<file path="src/rtl/z16_fetch_pkg.sv">
// z16_fetch_pkg
// Shared types and constants for the z16 instruction fetch queue.
//   Z16_INSTR_W   : instruction word width
//   Z16_PC_STEP   : byte increment between sequential fetches
//   fetch_entry_t : one queued instruction together with its fetch address
package z16_fetch_pkg;

    localparam int Z16_INSTR_W = 16;
    localparam int Z16_PC_STEP = 2;

    typedef struct packed {
        logic [15:0]            pc;
        logic [Z16_INSTR_W-1:0] instr;
    } fetch_entry_t;

endpackage

</file>
<file path="src/rtl/z16_fetch_fifo.sv">
// z16_fetch_fifo
// Circular buffer of DEPTH fetch entries with flush.
// Ports:
//   i_clk, i_rst  : clock, synchronous active-high reset
//   i_flush       : drop every entry; wins over a push in the same cycle
//   i_push        : write i_push_data at the tail
//   i_pop         : retire the head (ignored when empty)
//   o_head        : head entry (undefined content when o_count == 0)
//   o_count       : number of valid entries, 0..DEPTH
module z16_fetch_fifo
    import z16_fetch_pkg::*;
#(
    parameter int DEPTH = 2,
    parameter int CNT_W = $clog2(DEPTH + 1)
) (
    input  logic             i_clk,
    input  logic             i_rst,
    input  logic             i_flush,
    input  logic             i_push,
    input  fetch_entry_t     i_push_data,
    input  logic             i_pop,
    output fetch_entry_t     o_head,
    output logic [CNT_W-1:0] o_count
);

    localparam int PTR_W = $clog2(DEPTH);

    logic [PTR_W-1:0] wr_ptr_q, wr_ptr_d;
    logic [PTR_W-1:0] rd_ptr_q, rd_ptr_d;
    logic [CNT_W-1:0] count_q, count_d;
    fetch_entry_t     mem_q [DEPTH];
    fetch_entry_t     mem_d [DEPTH];
    logic             do_push;
    logic             do_pop;

    // DEPTH need not be a power of two, so wrap explicitly.
    function automatic logic [PTR_W-1:0] ptr_inc(input logic [PTR_W-1:0] p);
        return (p == PTR_W'(DEPTH - 1)) ? '0 : p + PTR_W'(1);
    endfunction

    always_comb begin
        do_pop   = i_pop && (count_q != '0);
        // A push into a full buffer is only legal when the head leaves this cycle.
        do_push  = i_push && ((count_q != CNT_W'(DEPTH)) || do_pop);
        wr_ptr_d = wr_ptr_q;
        rd_ptr_d = rd_ptr_q;
        count_d  = count_q;
        mem_d    = mem_q;
        if (i_flush) begin
            wr_ptr_d = '0;
            rd_ptr_d = '0;
            count_d  = '0;
        end else begin
            if (do_push) begin
                mem_d[wr_ptr_q] = i_push_data;
                wr_ptr_d        = ptr_inc(wr_ptr_q);
            end
            if (do_pop) begin
                rd_ptr_d = ptr_inc(rd_ptr_q);
            end
            case ({do_push, do_pop})
                2'b10:   count_d = count_q + CNT_W'(1);
                2'b01:   count_d = count_q - CNT_W'(1);
                default: count_d = count_q;
            endcase
        end
    end

    always_ff @(posedge i_clk) begin
        if (i_rst) begin
            wr_ptr_q <= '0;
            rd_ptr_q <= '0;
            count_q  <= '0;
        end else begin
            wr_ptr_q <= wr_ptr_d;
            rd_ptr_q <= rd_ptr_d;
            count_q  <= count_d;
        end
    end

    // Payload storage carries no reset; validity is tracked by count_q.
    always_ff @(posedge i_clk) begin
        mem_q <= mem_d;
    end

    assign o_head  = mem_q[rd_ptr_q];
    assign o_count = count_q;

endmodule

</file>
<file path="src/rtl/z16_fetch_queue.sv">
// z16_fetch_queue
// Sequential instruction fetcher feeding a small FIFO in front of the decoder.
// One memory read may be issued per cycle; data returns one cycle later and
// is queued with its address. A redirect flushes the queue and restarts fetch.
// Optional feature macro: Z16_FETCH_PERF_EN adds o_fetch_count, a wrapping
// count of completed decoder transfers, cleared by reset only.
// Ports:
//   i_clk, i_rst           : clock, synchronous active-high reset
//   o_imem_req/o_imem_addr : memory read request and byte address
//   i_imem_rdata           : read data, one cycle after the request
//   i_redirect/_pc         : flush and restart fetch at i_redirect_pc
//   o_instr_valid/_instr/_pc, i_instr_ready : decoder handshake on queue head
//   o_fetch_count          : transfer counter (only with Z16_FETCH_PERF_EN)
module z16_fetch_queue
    import z16_fetch_pkg::*;
#(
    parameter int          DEPTH    = 2,
    parameter logic [15:0] RESET_PC = 16'h0000
) (
    input  logic        i_clk,
    input  logic        i_rst,
    output logic        o_imem_req,
    output logic [15:0] o_imem_addr,
    input  logic [15:0] i_imem_rdata,
    input  logic        i_redirect,
    input  logic [15:0] i_redirect_pc,
    output logic        o_instr_valid,
    output logic [15:0] o_instr,
    output logic [15:0] o_instr_pc,
    input  logic        i_instr_ready
`ifdef Z16_FETCH_PERF_EN
    ,
    output logic [15:0] o_fetch_count
`endif
);

    localparam int CNT_W = $clog2(DEPTH + 1);

    logic [15:0]      pc_q, pc_d;
    logic [15:0]      req_pc_q, req_pc_d;
    logic             inflight_q, inflight_d;
    logic [CNT_W-1:0] fifo_count;
    fetch_entry_t     head;
    fetch_entry_t     push_data;
    logic             head_valid;
    logic             pop;
    logic             req;
    logic [5:0]       occupancy;

    // Request only if the entry it will produce has a guaranteed slot,
    // counting the in-flight response and crediting a pop this cycle.
    always_comb begin
        head_valid = !i_rst && (fifo_count != '0);
        pop        = head_valid && i_instr_ready;
        occupancy  = 6'(fifo_count) + 6'(inflight_q) - 6'(pop);
        req        = !i_rst && !i_redirect && (occupancy < 6'(DEPTH));
    end

    always_comb begin
        pc_d       = pc_q;
        req_pc_d   = req_pc_q;
        inflight_d = req;
        if (i_redirect) begin
            pc_d = i_redirect_pc;
        end else if (req) begin
            pc_d     = pc_q + 16'(Z16_PC_STEP);
            req_pc_d = pc_q;
        end
    end

    always_ff @(posedge i_clk) begin
        if (i_rst) begin
            pc_q       <= RESET_PC;
            req_pc_q   <= '0;
            inflight_q <= 1'b0;
        end else begin
            pc_q       <= pc_d;
            req_pc_q   <= req_pc_d;
            inflight_q <= inflight_d;
        end
    end

    assign push_data.pc    = req_pc_q;
    assign push_data.instr = i_imem_rdata;

    // A response landing in the redirect cycle belongs to the old stream;
    // the FIFO flush discards it along with the stored entries.
    z16_fetch_fifo #(
        .DEPTH (DEPTH),
        .CNT_W (CNT_W)
    ) u_fifo (
        .i_clk       (i_clk),
        .i_rst       (i_rst),
        .i_flush     (i_redirect),
        .i_push      (inflight_q),
        .i_push_data (push_data),
        .i_pop       (pop),
        .o_head      (head),
        .o_count     (fifo_count)
    );

    // pc_q may still hold a pre-reset value during the first reset cycle.
    assign o_imem_req    = req;
    assign o_imem_addr   = i_rst ? RESET_PC : pc_q;
    assign o_instr_valid = head_valid;
    assign o_instr       = head_valid ? head.instr : '0;
    assign o_instr_pc    = head_valid ? head.pc : '0;

`ifdef Z16_FETCH_PERF_EN
    logic [15:0] fetch_count_q, fetch_count_d;

    always_comb begin
        fetch_count_d = fetch_count_q;
        if (pop) begin
            fetch_count_d = fetch_count_q + 16'd1;
        end
    end

    always_ff @(posedge i_clk) begin
        if (i_rst) begin
            fetch_count_q <= '0;
        end else begin
            fetch_count_q <= fetch_count_d;
        end
    end

    assign o_fetch_count = fetch_count_q;
`endif

endmodule

</file>
<file path="config.mk">
export PLATFORM = sky130hd
export DESIGN_NAME = z16_fetch_queue
export DESIGN_NICKNAME = d
export VERILOG_FILES = /design/src/rtl/z16_fetch_pkg.sv /design/src/rtl/z16_fetch_fifo.sv /design/src/rtl/z16_fetch_queue.sv
export SDC_FILE = /design/constraint.sdc
export NUM_CORES = 1
export LEC_CHECK = 0
export CORE_UTILIZATION = 55
export CTS_CLUSTER_SIZE = 25
export DETAILED_ROUTE_END_ITERATION = 8
export DONT_BUFFER_PORTS = 1
export PLACE_DENSITY = 0.81
export SYNTH_ARGS = -nofsm -noshare
export SYNTH_HDL_FRONTEND = slang
export SYNTH_SLANG_ARGS = --single-unit
</file>
<file path="constraint.sdc">
create_clock -name i_clk -period 12.45 [get_ports i_clk]
set_input_delay 3.735 -clock i_clk [delete_from_list [all_inputs] [get_ports i_clk]]
set_output_delay 3.735 -clock i_clk [all_outputs]
set_load 0.02 [all_outputs]
</file>
# Yosys cells after proc, flatten, opt, wreduce, memory -nomap -nowiden
# Index checks and enable logic that the tools add are counted.
# op_classes
n_mul	0
bitwise_logic	3
n_shift	0
magnitude_cmp	4
add_sub_neg	7
div_mod_pow	0
reduce_logical	16
n_eq_ne	3
n_mux	14
# op_table
operator	count
32-bit 2-to-1 mux	4
16-bit 2-to-1 mux	5
64-bit bitwise mux	1
32-bit demux with 1-bit select	1
16-bit by 2-bit adder with 16-bit output (second input constant)	1
1-bit logical AND	7
6-bit by 2-bit < comparator with 1-bit output (second input constant)	1
2-bit nonzero test	3
2-bit >= comparator (second input constant)	2
1-bit NOT with 2-bit output	2
2-bit case mux with 2 select lines	1
2-bit AND reduction	2
3-bit by 1-bit subtractor with 4-bit output	1
2-bit by 1-bit adder with 3-bit output	1
1-bit adder (second input constant)	2
2-bit by 1-bit adder with 2-bit output (second input constant)	1
2-bit by 1-bit equality test with 1-bit output (second input constant)	1
2-bit equality test (second input constant)	1
1-bit zero test	2
2-bit by 1-bit < comparator with 1-bit output (second input constant)	1
1-bit 2-to-1 mux	2
2-bit != test (second input constant)	1
2-bit OR reduction	1
2-bit by 1-bit subtractor with 2-bit output (second input constant)	1
2 further kinds	2
# totals
ramBits	0
memories	0
ff_bits	101
mem_bits_ro	0
latch_bits	0
in_bits	36

# Logic depth before layout (Yosys ltp)
# depth
word_depth	8
depth_mapped	15

# Hierarchy
# From an unflattened synthesis, not the netlist that was laid out.
# hier_totals
cells_unflattened	379
area_unflattened_um2	4418.0
# by_module_without_submodules
mod	area_per_inst_um2	instances	cells_per_inst
z16_fetch_fifo	2509.9	1	122
z16_fetch_queue	1908.1	1	257

# Least setup slack after synthesis
# OpenSTA, ideal clock, no wires.
# synth_timing
path_type	input -> output
start	input port i_rst
end	output port o_imem_req
n_path_buf	4
slack_ps	1985
cell_stages	13
arrival_time_ps	6730
required_ps	8715
cell_sequence	clkbuf_1 o21bai_1 inv_1 nand2_1 or2_2 a21boi_0 fa_1 clkbuf_1 or3_1 or2_2 buf_2 clkinv_1 buf_2
# synth_via
elab_chain_cells	6
word_cells_on_any_way	7
cone_classes	add/sub: 1; order compare: 1; reduce/logical: 5
# synth_rtl
element	line	text
from (decl)	z16_fetch_queue.sv:21	input logic i_rst,
1-bit zero test	z16_fetch_queue.sv:53	head_valid = !i_rst && (fifo_count != '0);
1-bit logical AND	z16_fetch_queue.sv:53	
net o_instr_valid	z16_fetch_queue.sv:27	output logic o_instr_valid,
1-bit logical AND	z16_fetch_queue.sv:54	pop = head_valid && i_instr_ready;
3-bit by 1-bit subtractor with 4-bit output	z16_fetch_queue.sv:55	occupancy = 6'(fifo_count) + 6'(inflight_q) - 6'(pop);
6-bit by 2-bit < comparator with 1-bit output	z16_fetch_queue.sv:56	req = !i_rst && !i_redirect && (occupancy < 6'(DEPTH));
1-bit logical AND	z16_fetch_queue.sv:56	
to (decl)	z16_fetch_queue.sv:22	output logic o_imem_req,
# The timed path passes the listed nets, and every way through them passes these cells.

# Worst setup path in the final report
# Same ends and word-level chain as after synthesis.

==> results.cfg <==
[synthesis]
synthArstFlopShare_pct = 0
syn_nets = 407
synth-edff-count = 64
ys_ff_latch = 101
ys.flop_type = edfxtp_1
seq_area_frac_synth_pct = 62.51
synth_cells = 368
synth.distinct_cells = 44
yosys_warnings = 0
syn_avg_cell_area_um2 = 11.57
synth_area_mm2 = 0.004259

[floorplanning]
fp.dieW_um = 90
initial_core_util_pct = 57.79
io-pin-count = 86
core_mm2 = 0.007370
row_count = 31
die_y_um = 90
die-area_mm2 = 0.008100

[sta]
slew_headroom_pct = 29.67
finalHoldViolations = 0
finalCritPeriodShare_pct = 85.21
timing.fmax_mhz = 94.26
clock-skew-final_ps = 7.278
slew_viol_final = 0
tightestPinTransition_ps = 1055
setup_tns_ps = 0
setup_viol = 0
rsz0062_at_grt = no
layout_min_cycle_time_ps = 10610

[clock_tree]
insertion_delay_ps = 360
post_cts_resized = 0
cts_tree = built
clockBufferDepth = 2
cts_setup_buffers = 0
cts.sinks = 101
hold_buffers = 0
h-tree-depth = 3
cts_root_buffer = clkbuf_8
cts_buffers = 9
path_clk_slew_ps = 90

[routing]
drt_iter0_markers = 68
routed_via_density = 5.559
postRouteAntennaNets = 0
avgRoutedWirePerCell_um = 15.90
drc_errors = 0
drt_pre_antenna_iters = 4
dr_total_vias = 2574
routed_wl_mm = 7.360

[power]
p_leak_uw = 0.001437
powerDensity_mw_per_mm2 = 130.8
irDropWorstVdd_uv = 62.15

[global_route]
grt_use_met2_pct = 28.63
gr-total-overflow = 0
grt_pass1_vias = 2318
grt_most_used_layer = met2
grt_start_max_net_pins = 58
grt_use_met3_pct = 3.892
grt_pass1_wl_mm = 11.80
met1_usage_pct = 25.52
grt_usage_pct = 18.78
antenna_found_initial = 0

[setup_path]
startpoint = i_rst
slowest_delay_ps = 600
crit_top_cell = or2_2
cp-start-kind = input port
slowest_stage = fa_1
critical_path_class = in -> out
worst_ep_arrival_time_ps = 6870
required_ps = 8710
cp_top_family = simple AND/OR/NAND/NOR gates
worstPathMaxFanout = 57
cp_num_buf_inv = 3
r2r_start = u_fifo.o_count[1]
cp_cell_sequence = o21bai_2 -> buf_4 -> inv_1 -> nand2_1 -> or2_2 -> a21boi_0 -> fa_1 -> or3_1 -> or2_2 -> clkinv_1
worstSetupEndpointType = primary output

[finish]
area_growth_pct = 5.787
final_common_cell = edfxtp_1
fillers = 601
nets = 398
drive_above_1_share_pct = 8.242
final_cell_mix = 64 x edfxtp_1, 49 x nor2_1, 42 x nand2_1, 36 x dfxtp_1, 33 x mux2i_1
finalNonFillerCells = 463
diodes = 0

[flow_run]
max-cap-violations = 0

[outcome]
status = finished, final reports clean

[worst_hold_path]
hp-class = reg -> reg
hp-start = req_pc_q[7]

[placed_design]
port_buffers = 0
place_congestion = 0.7883
dp_cells = 447
dpl.hpwl_mm = 4.807
-- registers in the layout (all words and copies together), names as in the netlist --
signal	cells
u_fifo.mem_q	64
pc_q	16
req_pc_q	16
u_fifo.o_count	2
inflight_q	1
u_fifo.rd_ptr_q	1
u_fifo.wr_ptr_q	1
-- worst reg2reg max path, delay by kind of cell, from the launching register on --
kind | cells | cell delay, ps
AND/OR/NAND/NOR | 5 | 1730
adder cells (fa/ha/maj) | 1 | 600
AO/OA/AOI/OAI | 3 | 540
flip-flops | 1 | 480
buffers and inverters | 2 | 460
-- routing by layer --
metal,share of wire [%],vias up
li1,-,1283
met1,47,1203
met2,46,81
met3,5.5,7
met4,1.5,0
met5,0,-
-- power by group --
| group | switching [uW] | internal, uW |
|---|---|---|
| clock | 111 | 72.9 |
| sequential | 8.63 | 364 |
| combinational | 20.8 | 11.8 |
-- metrics by stage --
| step | power, uW | hold slack [ps] | instance area, um^2 | util, % | setup WS (ps) |
|---|---|---|---|---|---|
| floorplan | 409.7 | 425.4 | 4259 | - | 1985 |
| global placement | 412.1 | 436.9 | 4332 | 58.78 | 1945 |
| detailed placement | 413.3 | 435.9 | 4332 | 58.78 | 1828 |
| CTS | 593.0 | 459.8 | 4506 | 61.14 | 1830 |
| global route | 609.5 | 476.6 | 4506 | 61.14 | 1652 |
| finish | 589.2 | 462.0 | 4506 | 61.14 | 1841 |
-- synthesized netlist by cell type (all sizes together) (3+ instances only) --
cell type | count | area share (%)
a2111oi | 3 | 0.62
a211oi | 7 | 1.2
a21oi | 18 | 2.1
a31oi | 3 | 0.44
and4 | 3 | 0.62
buf | 3 | 0.32
clkbuf | 20 | 1.8
dfxtp | 37 | 17
edfxtp | 64 | 45
inv | 10 | 0.88
mux2i | 33 | 7.8
nand2 | 42 | 3.7
nand3 | 3 | 0.35
nand4 | 4 | 0.59
nor2 | 49 | 4.3
nor2b | 15 | 2.2
nor3 | 6 | 0.71
nor3b | 3 | 0.53
nor4b | 3 | 0.97
or3 | 5 | 0.73
xnor2 | 8 | 1.8
xor2 | 3 | 0.62
-- path summary, 6_finish.rpt --
kind	to	slack (ps)	cells after the start
worst max-delay path	o_imem_req	1840	10
worst max register to register	pc_q[12]	8570	11
worst min-delay path	u_fifo.mem_q[55]	460	0
worst min register to register	u_fifo.mem_q[55]	460	0
-- cells by family after synthesis --
group	Yosys count	synth area share, %
xor+xnor	11	2.439
flops	101	62.51
compound gates	44	6.786
mux	33	7.756
buf+inv	35	3.143
simple gates	141	16.30
fa+ha+maj	3	1.058
-- area by class of cell --
class | instances | area, um^2 | area share [%]
timing repair buffer | 3 | 22.52 | 0.4999
clock buffer | 9 | 123.9 | 2.749
clock inverter | 7 | 50.05 | 1.111
tap | 99 | 123.9 | 2.749
inverter | 12 | 45.04 | 0.9997
multi-input combinational | 232 | 1476 | 32.77
sequential | 101 | 2664 | 59.12
(Power assumes the default switching activity.)
